--- src/rtl/cache_retire_ctrl.sv ---
// Three-entry cache valid/retire tracker: each entry walks INVALID -> VALID -> RETIRING -> INVALID,
// holding retire for RETIRE_HOLD cycles. Optional occupancy count under CACHE_RETIRE_CTRL_OCC_EN.
module cache_retire_ctrl #(
    parameter int NUM_ENTRIES = 3,
    parameter int RETIRE_HOLD = 3
) (
    input  logic                   clk,
    input  logic                   reset_n,
    input  logic                   alloc_valid,
    input  logic [1:0]             alloc_addr,
    output logic                   alloc_ready,
    input  logic                   retire_req,
    input  logic [1:0]             retire_addr,
    output logic [NUM_ENTRIES-1:0] cache,
    output logic [NUM_ENTRIES-1:0] retire,
    output logic [NUM_ENTRIES-1:0] retire_done,
    output logic                   err
`ifdef CACHE_RETIRE_CTRL_OCC_EN
    ,
    output logic [1:0]             occ
`endif
);

    typedef enum logic [1:0] {
        ST_INVALID  = 2'd0,
        ST_VALID    = 2'd1,
        ST_RETIRING = 2'd2
    } state_t;

    state_t                 state_q [NUM_ENTRIES];
    state_t                 state_d [NUM_ENTRIES];
    logic [2:0]             hold_q  [NUM_ENTRIES];
    logic [2:0]             hold_d  [NUM_ENTRIES];
    logic [NUM_ENTRIES-1:0] done_q, done_d;
    logic                   err_q, err_d;
    logic [NUM_ENTRIES-1:0] alloc_sel, retire_sel;
`ifdef CACHE_RETIRE_CTRL_OCC_EN
    logic [1:0]             occ_q, occ_d;
`endif

    always_ff @(posedge clk) begin
        if (!reset_n) begin
            for (int i = 0; i < NUM_ENTRIES; i++) begin
                state_q[i] <= ST_INVALID;
                hold_q[i]  <= 3'd0;
            end
            done_q <= '0;
            err_q  <= 1'b0;
`ifdef CACHE_RETIRE_CTRL_OCC_EN
            occ_q  <= 2'd0;
`endif
        end else begin
            for (int i = 0; i < NUM_ENTRIES; i++) begin
                state_q[i] <= state_d[i];
                hold_q[i]  <= hold_d[i];
            end
            done_q <= done_d;
            err_q  <= err_d;
`ifdef CACHE_RETIRE_CTRL_OCC_EN
            occ_q  <= occ_d;
`endif
        end
    end

    // Address 3 matches no entry, so an out-of-range request can never be accepted.
    always_comb begin
        alloc_sel  = '0;
        retire_sel = '0;
        done_d     = '0;
        for (int i = 0; i < NUM_ENTRIES; i++) begin
            alloc_sel[i]  = (alloc_addr == 2'(i)) && (state_q[i] == ST_INVALID);
            retire_sel[i] = retire_req && (retire_addr == 2'(i)) && (state_q[i] == ST_VALID);
            state_d[i]    = state_q[i];
            hold_d[i]     = hold_q[i];
            case (state_q[i])
                ST_INVALID: begin
                    if (alloc_valid && alloc_sel[i]) begin
                        state_d[i] = ST_VALID;
                    end
                end
                ST_VALID: begin
                    if (retire_sel[i]) begin
                        state_d[i] = ST_RETIRING;
                        hold_d[i]  = 3'(RETIRE_HOLD - 1);
                    end
                end
                ST_RETIRING: begin
                    if (hold_q[i] == 3'd0) begin
                        state_d[i] = ST_INVALID;
                        done_d[i]  = 1'b1;
                    end else begin
                        hold_d[i]  = hold_q[i] - 3'd1;
                    end
                end
                default: begin
                    state_d[i] = ST_INVALID;
                    hold_d[i]  = 3'd0;
                end
            endcase
        end
        err_d = (alloc_valid && !(|alloc_sel)) || (retire_req && !(|retire_sel));
    end

`ifdef CACHE_RETIRE_CTRL_OCC_EN
    always_comb begin
        occ_d = 2'd0;
        for (int i = 0; i < NUM_ENTRIES; i++) begin
            occ_d = occ_d + 2'(state_d[i] != ST_INVALID);
        end
    end
    assign occ = occ_q;
`endif

    always_comb begin
        cache  = '0;
        retire = '0;
        for (int i = 0; i < NUM_ENTRIES; i++) begin
            cache[i]  = (state_q[i] != ST_INVALID);
            retire[i] = (state_q[i] == ST_RETIRING);
        end
        alloc_ready = |alloc_sel;
        retire_done = done_q;
        err         = err_q;
    end

endmodule
--- config.mk ---
export PLATFORM = sky130hd
export DESIGN_NAME = cache_retire_ctrl
export DESIGN_NICKNAME = d
export VERILOG_FILES = /design/src/rtl/cache_retire_ctrl.sv
export SDC_FILE = /design/constraint.sdc
export NUM_CORES = 1
export LEC_CHECK = 0
export CORE_UTILIZATION = 43
export DETAILED_ROUTE_END_ITERATION = 16
export GPL_ROUTABILITY_DRIVEN = 0
export GPL_TIMING_DRIVEN = 0
export PLACE_DENSITY = 0.64
export REMOVE_ABC_BUFFERS = 1
export SLEW_MARGIN = 20
export SYNTH_ARGS = -nofsm -noshare
export SYNTH_HDL_FRONTEND = slang
export SYNTH_SLANG_ARGS = --single-unit
--- constraint.sdc ---
create_clock -name clk -period 2.6 [get_ports clk]
set_input_delay 0.26 -clock clk [delete_from_list [all_inputs] [get_ports clk]]
set_output_delay 0.26 -clock clk [all_outputs]
set_load 0.03 [all_outputs]
Yosys cells after proc, flatten, opt, wreduce, memory -nomap -nowiden

Memories as Yosys holds them, arrays and structs flattened.
Index checks and enable logic that the tools add are counted.

Add/sub/neg operators: 3
Equality and inequality tests: 10
Mux-type cells: 32
Bitwise gates (word level): 6
Reductions and logical operators: 33

Operators by type and width:

| operator            | number |
|---|---|
| $mux 3              | 9 |
| $pmux 3 s3          | 3 |
| $mux 2              | 12 |
| $pmux 2 s3          | 3 |
| $logic_and 1x1->1   | 14 |
| $eq 2x1->1 const B  | 5 |
| $eq 2x2->1 const B  | 5 |
| $logic_not 2->1     | 5 |
| $logic_not 3->1     | 3 |
| $sub 3x1->3 const B | 3 |
| $or 1x1->1          | 6 |
| $reduce_and 2->1    | 3 |
| $reduce_bool 2->1   | 3 |
| $reduce_or 3->1     | 2 |
| $mux 1              | 5 |
| $logic_not 1->1     | 2 |
| $logic_or 1x1->1    | 1 |

Register bits: 4
RAM bits: 15
Input bits: 8
Output and inout bits: 11
Logic and storage cells: 90
Memories: 2

Memory list:

| name    | depth | width | rd ports | clocked after memory_dff | wr ports | line | text |
|---|---|---|---|---|---|---|---|
| hold_q  | 3     | 3     | 3        | 0                        | 3        | 32   | `logic [2:0] hold_q [NUM_ENTRIES];` |
| state_q | 3     | 2     | 3        | 0                        | 3        | 30   | `state_t state_q [NUM_ENTRIES];` |

Depth between registers and ports, before layout

Gate-level depths: netlist (run 1).

Depth after elaboration: 7
Gate-level depth with buffers: 6
Gate-level depth less buffers: 6

Least setup slack after synthesis (run 1)

No wires, ideal clock.

Path type: register to output
From: memory state_q[0][0] in the netlist's numbering
To: output alloc_ready
Arrival time: 1408 ps
Required time: 2340 ps
Setup slack: 932 ps
Cell stages (with the launch flop): 5
Path buffers: 0
Cells stage by stage: dfxtp_1 inv_1 ha_1 mux2i_1 o21ai_0

RTL lines:

| element     | line | text |
|---|---|---|
| from (decl) | 30   |  |
| to (decl)   | 11   | `output logic alloc_ready,` |

==> qor.csv, run 1 <==
metric,value,unit
Die Y-Extent,55.3,µm
1st-pass router iterations,4,
final setup margin,0.340,ns
Max Clk Rate,0.442,GHz
final hold violation count,0,
fin nets,182,
CTS Buf Count,3,
Post-Synthesis Cells,135,
# rows,18,
# resized after CTS,0,
register area share after synthesis,0.311,
Yosys cell types,28,
Worst Max-Slew Pin Slew,0.630,ns
required time worst endpoint,2.34,ns
PD cells,761,nW/µm²
hold buffer count at CTS,0,
CTS tree,yes,
CP startpoint kind,flop,
vias in the first global route,949,
Post-CTS Setup Repair Bufs,0,
Synth Cell Area,1220,µm²
Vias/cell,5.65,
Final Cycle Share,0.869,
IO Port Bufs,18,
Setup WS pre-CTS,0.488,ns
"Avg Cell Area, Syn",9.05,µm²
global route overflow,0,
fin util,0.562,
status,"finished, final reports clean",
CP Capture Type,primary output,
"Slew Viols, Final",0,
clk sinks,19,
synthesis-stage register bit count,19,
hold_ws,0.472,ns
RSZ-0062 raised after global routing,no,
routed len/inst,13.5,µm
synth top area cells,"dfxtp_1, ha_1, inv_1",
gr usage total,0.172,
IO Count,19,
largest net degree at the start of global routing,18,
Layout Skew,0.00727,ns
"Clk Latency, worst-skew pair",0.29,ns
minimum clock period,2.26,ns
initial antenna violation count,0,
Fin Setup TNS,0,ns
core box area,2590,µm²
Multi-input gate area,771,µm²
normalized max-slew margin,0.579,
total power,1.11,mW
Placed Instance Area,1430,µm²
DP HPWL,1870,µm
setup violators final,0,
Max-Cap Viols,0,
placed cells,180,
Synth top area share,0.311,
starting DRC count in detailed routing,30,
crit path kind,reg -> out,
DRC viols,0,
worst min path class,reg -> reg,
Clock Path Buffers,2,
Final ANT Viol Nets,0,
Peak VDD IR,0.448,mV
largest area contributor in the netlist,dfxtp_1,
share of post-route cells with drive strength above 1,0.0455,
clock-pin slew on the worst setup and hold paths,0.12,ns
CTS Root Cell,clkbuf_4,
routed vias,1039,
Static Leak,0.584,nW
Fillers,251,
die area,3060,µm²
Antenna Cells,0,
Die W,55.3,µm
critical-path maximum fanout,4,
CTS H-tree depth,1,
Worst Path Arrival,2.00,ns
Starting Density,0.472,
Non-Filler Instances,184,
FF/Latch Area,380,µm²
area grow syn2layout,19.1,%
Final Cell Area,1460,µm²
Detailed Route WL,2480,µm
first-pass GRT wire length,4220,µm
Ys Warns,0,
[state kept, by name, summed over array words and instances, names as in the netlist]
register	flops
err	1
state_q	6
retire_done	3
hold_q	9
[cells in the final DEF, fill, tap and decap left out, drive strengths merged]
| master | count |
|---|---|
| inv | 16 |
| nand3 | 8 |
| clkdlybuf4s50 | 18 |
| nor2 | 4 |
| or3b | 2 |
| nor2b | 6 |
| a22o | 1 |
| nand2 | 6 |
| mux2i | 5 |
| a221oi | 2 |
| and3 | 3 |
| a222oi | 3 |
| o211ai | 5 |
| o21a | 2 |
| o31ai | 7 |
| a21oi | 4 |
| clkinv | 1 |
| nand4 | 1 |
| nand4b | 1 |
| o21ai | 1 |
| o22ai | 3 |
| nand3b | 7 |
| dfxtp | 19 |
| nor3b | 1 |
| a21boi | 1 |
| clkbuf | 3 |
| nand2b | 5 |
| ha | 19 |
[cells by family after synthesis]
| kind of cell | share of synthesized area |
|---|---|
| AOI/OAI and AO/OA | 0.184 |
| adders and majority gates | 0.194 |
| buffers and inverters | 0.0583 |
| DFF | 0.311 |
| muxes | 0.0409 |
| and+or+nand+nor | 0.211 |
[worst max-delay path: stages (launching register included)]
cell and delay, ns:
dfxtp_1 0.33, inv_1 0.13, ha_1 0.26, mux2i_1 0.12, o21ai_0 0.18, clkdlybuf4s50_1 0.70
[Yosys cell counts]
cell type  instances
inv_1             16
nand2b_1           5
o21ai_0            1
clkbuf_1           2
buf_1              1
nand2_1            6
nor3b_1            1
or3b_2             1
ha_1              19
a21oi_1            4
o31ai_1            7
a22o_1             1
nand3_1            8
a21boi_0           1
o21a_1             2
mux2i_1            5
nor2b_1            6
o22ai_1            3
nor2_1             4
and3_1             3
a222oi_1           3
dfxtp_1           19
nand3b_1           7
nand4_1            1
o211ai_1           5
or3b_1             1
nand4b_1           1
a221oi_2           2
[power breakdown]
part	total [mW]	switching (mW)	internal (mW)
Combinational	0.612	0.363	0.249
Clock	0.150	0.0926	0.0572
Sequential	0.346	0.0189	0.327
[metal layers]
metal | part of all wire | global-route usage | wire length [µm]
met1 | 0.48 | 0.218 | 1200
met3 | 0.039 | 0.0281 | 96
met2 | 0.47 | 0.289 | 1160
met4 | 0.0077 | 0.0679 | 19
met5 | 0 | 0 | 0
[final timing paths]
path,start,endpoint,slack (ns),cells after the start
worst max-delay path,state_q[0][2],alloc_ready,0.34,5
worst min-delay path,hold_q[0][4],hold_q[0][4],0.47,2
worst max register to register,state_q[0][4],hold_q[0][6],0.93,6
worst min register to register,hold_q[0][4],hold_q[0][4],0.47,2
[final cells by class]
cell class                 instances  area share
multi-input combinational         97       0.529
tap                               30      0.0258
inverter                          16      0.0412
timing repair buffer              18       0.124
clock inverter                     1     0.00344
clock buffer                       3      0.0155
sequential                        19       0.261
Note: power is estimated with default switching activity, not from simulation.
==> inputs of run 2 (changes only) <==
--- a/config.mk
+++ b/config.mk
@@ -5,6 +5,7 @@
 export SDC_FILE = /design/constraint.sdc
 export NUM_CORES = 1
 export LEC_CHECK = 0
+export CORE_ASPECT_RATIO = 0.8
 export CORE_UTILIZATION = 43
 export DETAILED_ROUTE_END_ITERATION = 16
 export GPL_ROUTABILITY_DRIVEN = 0
==> run 2 against run 1 <==
Against the previous run: final cell count grew 3.3%; combinational power grew 0.7%; register-to-register slack is essentially flat; first-iteration DRC count grew 110%.
==> qor.csv, run 2 (synthesized netlist as in run 1, its figures left out) <==
metric,value,unit,change
status,"finished, final reports clean",,
Worst Max-Slew Pin Slew,0.638,ns,+0.00764 ns
routed len/inst,13.2,µm,-1.9%
gr usage total,0.186,,+0.0141
CP Capture Type,primary output,,
Post-CTS Setup Repair Bufs,0,,unchanged
share of post-route cells with drive strength above 1,0.0455,,unchanged
# resized after CTS,0,,unchanged
"Slew Viols, Final",0,,unchanged
Final Cell Area,1460,µm²,+0.51%
first-pass GRT wire length,4210,µm,-0.31%
Fin Setup TNS,0,ns,unchanged
most frequent cells in the layout,"ha_1, dfxtp_1, clkdlybuf4s50_1, inv_1, nand3_1",,
metal1 wirelength,1300,µm,+8.1%
register bank with the most flops,hold_q,,
CTS tree,yes,,
Met3 Routed Length,79,µm,-18%
area grow syn2layout,19.8,%,
minimum clock period,2.29,ns,+0.0287 ns
Pint,0.633,mW,about the same
CTS Buf Count,3,,unchanged
PD cells,768,nW/µm²,+0.97%
hold buffer count at CTS,0,,unchanged
clk sinks,19,,unchanged
initial antenna violation count,0,,unchanged
vias in the first global route,939,,-1.1%
crit path kind,reg -> out,,
Final ANT Viol Nets,0,,unchanged
FF-to-FF setup slack,0.92,ns,about the same
Antenna Cells,0,,unchanged
Die W,61.6,µm,+11%
CTS Root Cell,clkbuf_4,,
Max-Cap Viols,0,,unchanged
max FFs per register,9,,unchanged
clock-pin slew on the worst setup and hold paths,0.12,ns,about the same
starting DRC count in detailed routing,64,,+110%
routed vias,996,,-4.1%
global route overflow,0,,unchanged
CP startpoint kind,flop,,
Worst Path Arrival,2.03,ns,+0.03 ns
DP HPWL,1850,µm,-0.82%
fin nets,182,,unchanged
met2 WL,1120,µm,-3.5%
Final Cycle Share,0.880,,+0.0110
critical-path maximum fanout,4,,unchanged
Vias/cell,5.24,,-7.2%
worst min path class,reg -> reg,,
DRC viols,0,,unchanged
Non-Filler Instances,190,,+3.3%
Die Y-Extent,49.7,µm,-10%
normalized max-slew margin,0.573,,-0.00511
Peak VDD IR,0.441,mV,-1.7%
final hold violation count,0,,unchanged
sw power,0.491,mW,+3.5%
required time worst endpoint,2.34,ns,about the same
CTS H-tree depth,1,,unchanged
largest net degree at the start of global routing,18,,unchanged
placed cells,186,,+3.3%
setup violators final,0,,unchanged
Detailed Route WL,2510,µm,+1.3%
1st-pass router iterations,4,,unchanged
Gate power share,0.548,,-0.004
Max Clk Rate,0.437,GHz,-1.3%
Clock power frac,0.144,,+0.009
Starting Density,0.477,,+0.00507
IO Port Bufs,18,,unchanged
Static Leak,0.584,nW,unchanged
RSZ-0062 raised after global routing,no,,
sequential share of power,0.308,,-0.005
top routing layer in use,met4,,
"Clk Latency, worst-skew pair",0.31,ns,+0.02 ns
Fillers,261,,+4.0%
# rows,16,,-2
Layout Skew,0.00196,ns,-0.00531 ns
die area,3060,µm²,about the same
Clock Path Buffers,2,,unchanged
IO Count,19,,unchanged
Sw Share,0.437,,+0.00848
core box area,2560,µm²,-1.1%
Placed Instance Area,1440,µm²,+0.53%
[run 2: stage by stage]
step,hold slack (ns),total power [mW],util,setup WS (ns)
3_3_place_gp,0.446,0.956,0.561,0.530
4_1_cts,0.470,1.13,0.571,0.298
2_1_floorplan,0.401,0.783,-,0.932
3_5_place_dp,0.452,0.964,0.561,0.517
6_report,0.469,1.12,0.571,0.311
5_1_grt,0.507,1.21,0.571,0.193
[run 2: power by group through the flow]
| stage | Combinational (mW) | Sequential, mW | Clock, mW |
|---|---|---|---|
| after CTS | 0.616 | 0.347 | 0.169 |
| after global routing | 0.678 | 0.352 | 0.182 |
| after floorplan | 0.422 | 0.361 | 0 |
| final | 0.616 | 0.346 | 0.162 |
| after global placement | 0.605 | 0.351 | 0 |
| after detailed placement | 0.610 | 0.353 | 0 |
[run 2: area by class of cell]
| cell class | instances | area, µm² | area share |
|---|---|---|---|
| multi-input combinational | 97 | 771 | 0.526 |
| sequential | 19 | 380 | 0.260 |
| timing repair buffer | 18 | 180 | 0.123 |
| inverter | 16 | 60.1 | 0.0410 |
| tap | 36 | 45.0 | 0.0308 |
| clock buffer | 3 | 22.5 | 0.0154 |
| clock inverter | 1 | 5.00 | 0.00342 |
[run 2: worst max-delay path, cell delays in order (launching register included)]
cell,delay (ns)
dfxtp_1,0.35
inv_1,0.13
ha_1,0.24
mux2i_1,0.11
o21ai_0,0.19
clkdlybuf4s50_1,0.70
[run 2: routing by layer]
layer	up-vias	track usage
li1	519	-
met1	461	0.244
met2	14	0.305
met3	2	0.0499
met4	0	0.0333
met5	-	0
[run 2: path summary, 6_finish.rpt]
check / start / to / depth (start not counted)
worst min register to register: hold_q[0][4] / hold_q[0][4] / 2
worst max register to register: state_q[0][2] / hold_q[0][4] / 5
worst max-delay path: state_q[0][0] / alloc_ready / 5
worst min-delay path: hold_q[0][4] / hold_q[0][4] / 2
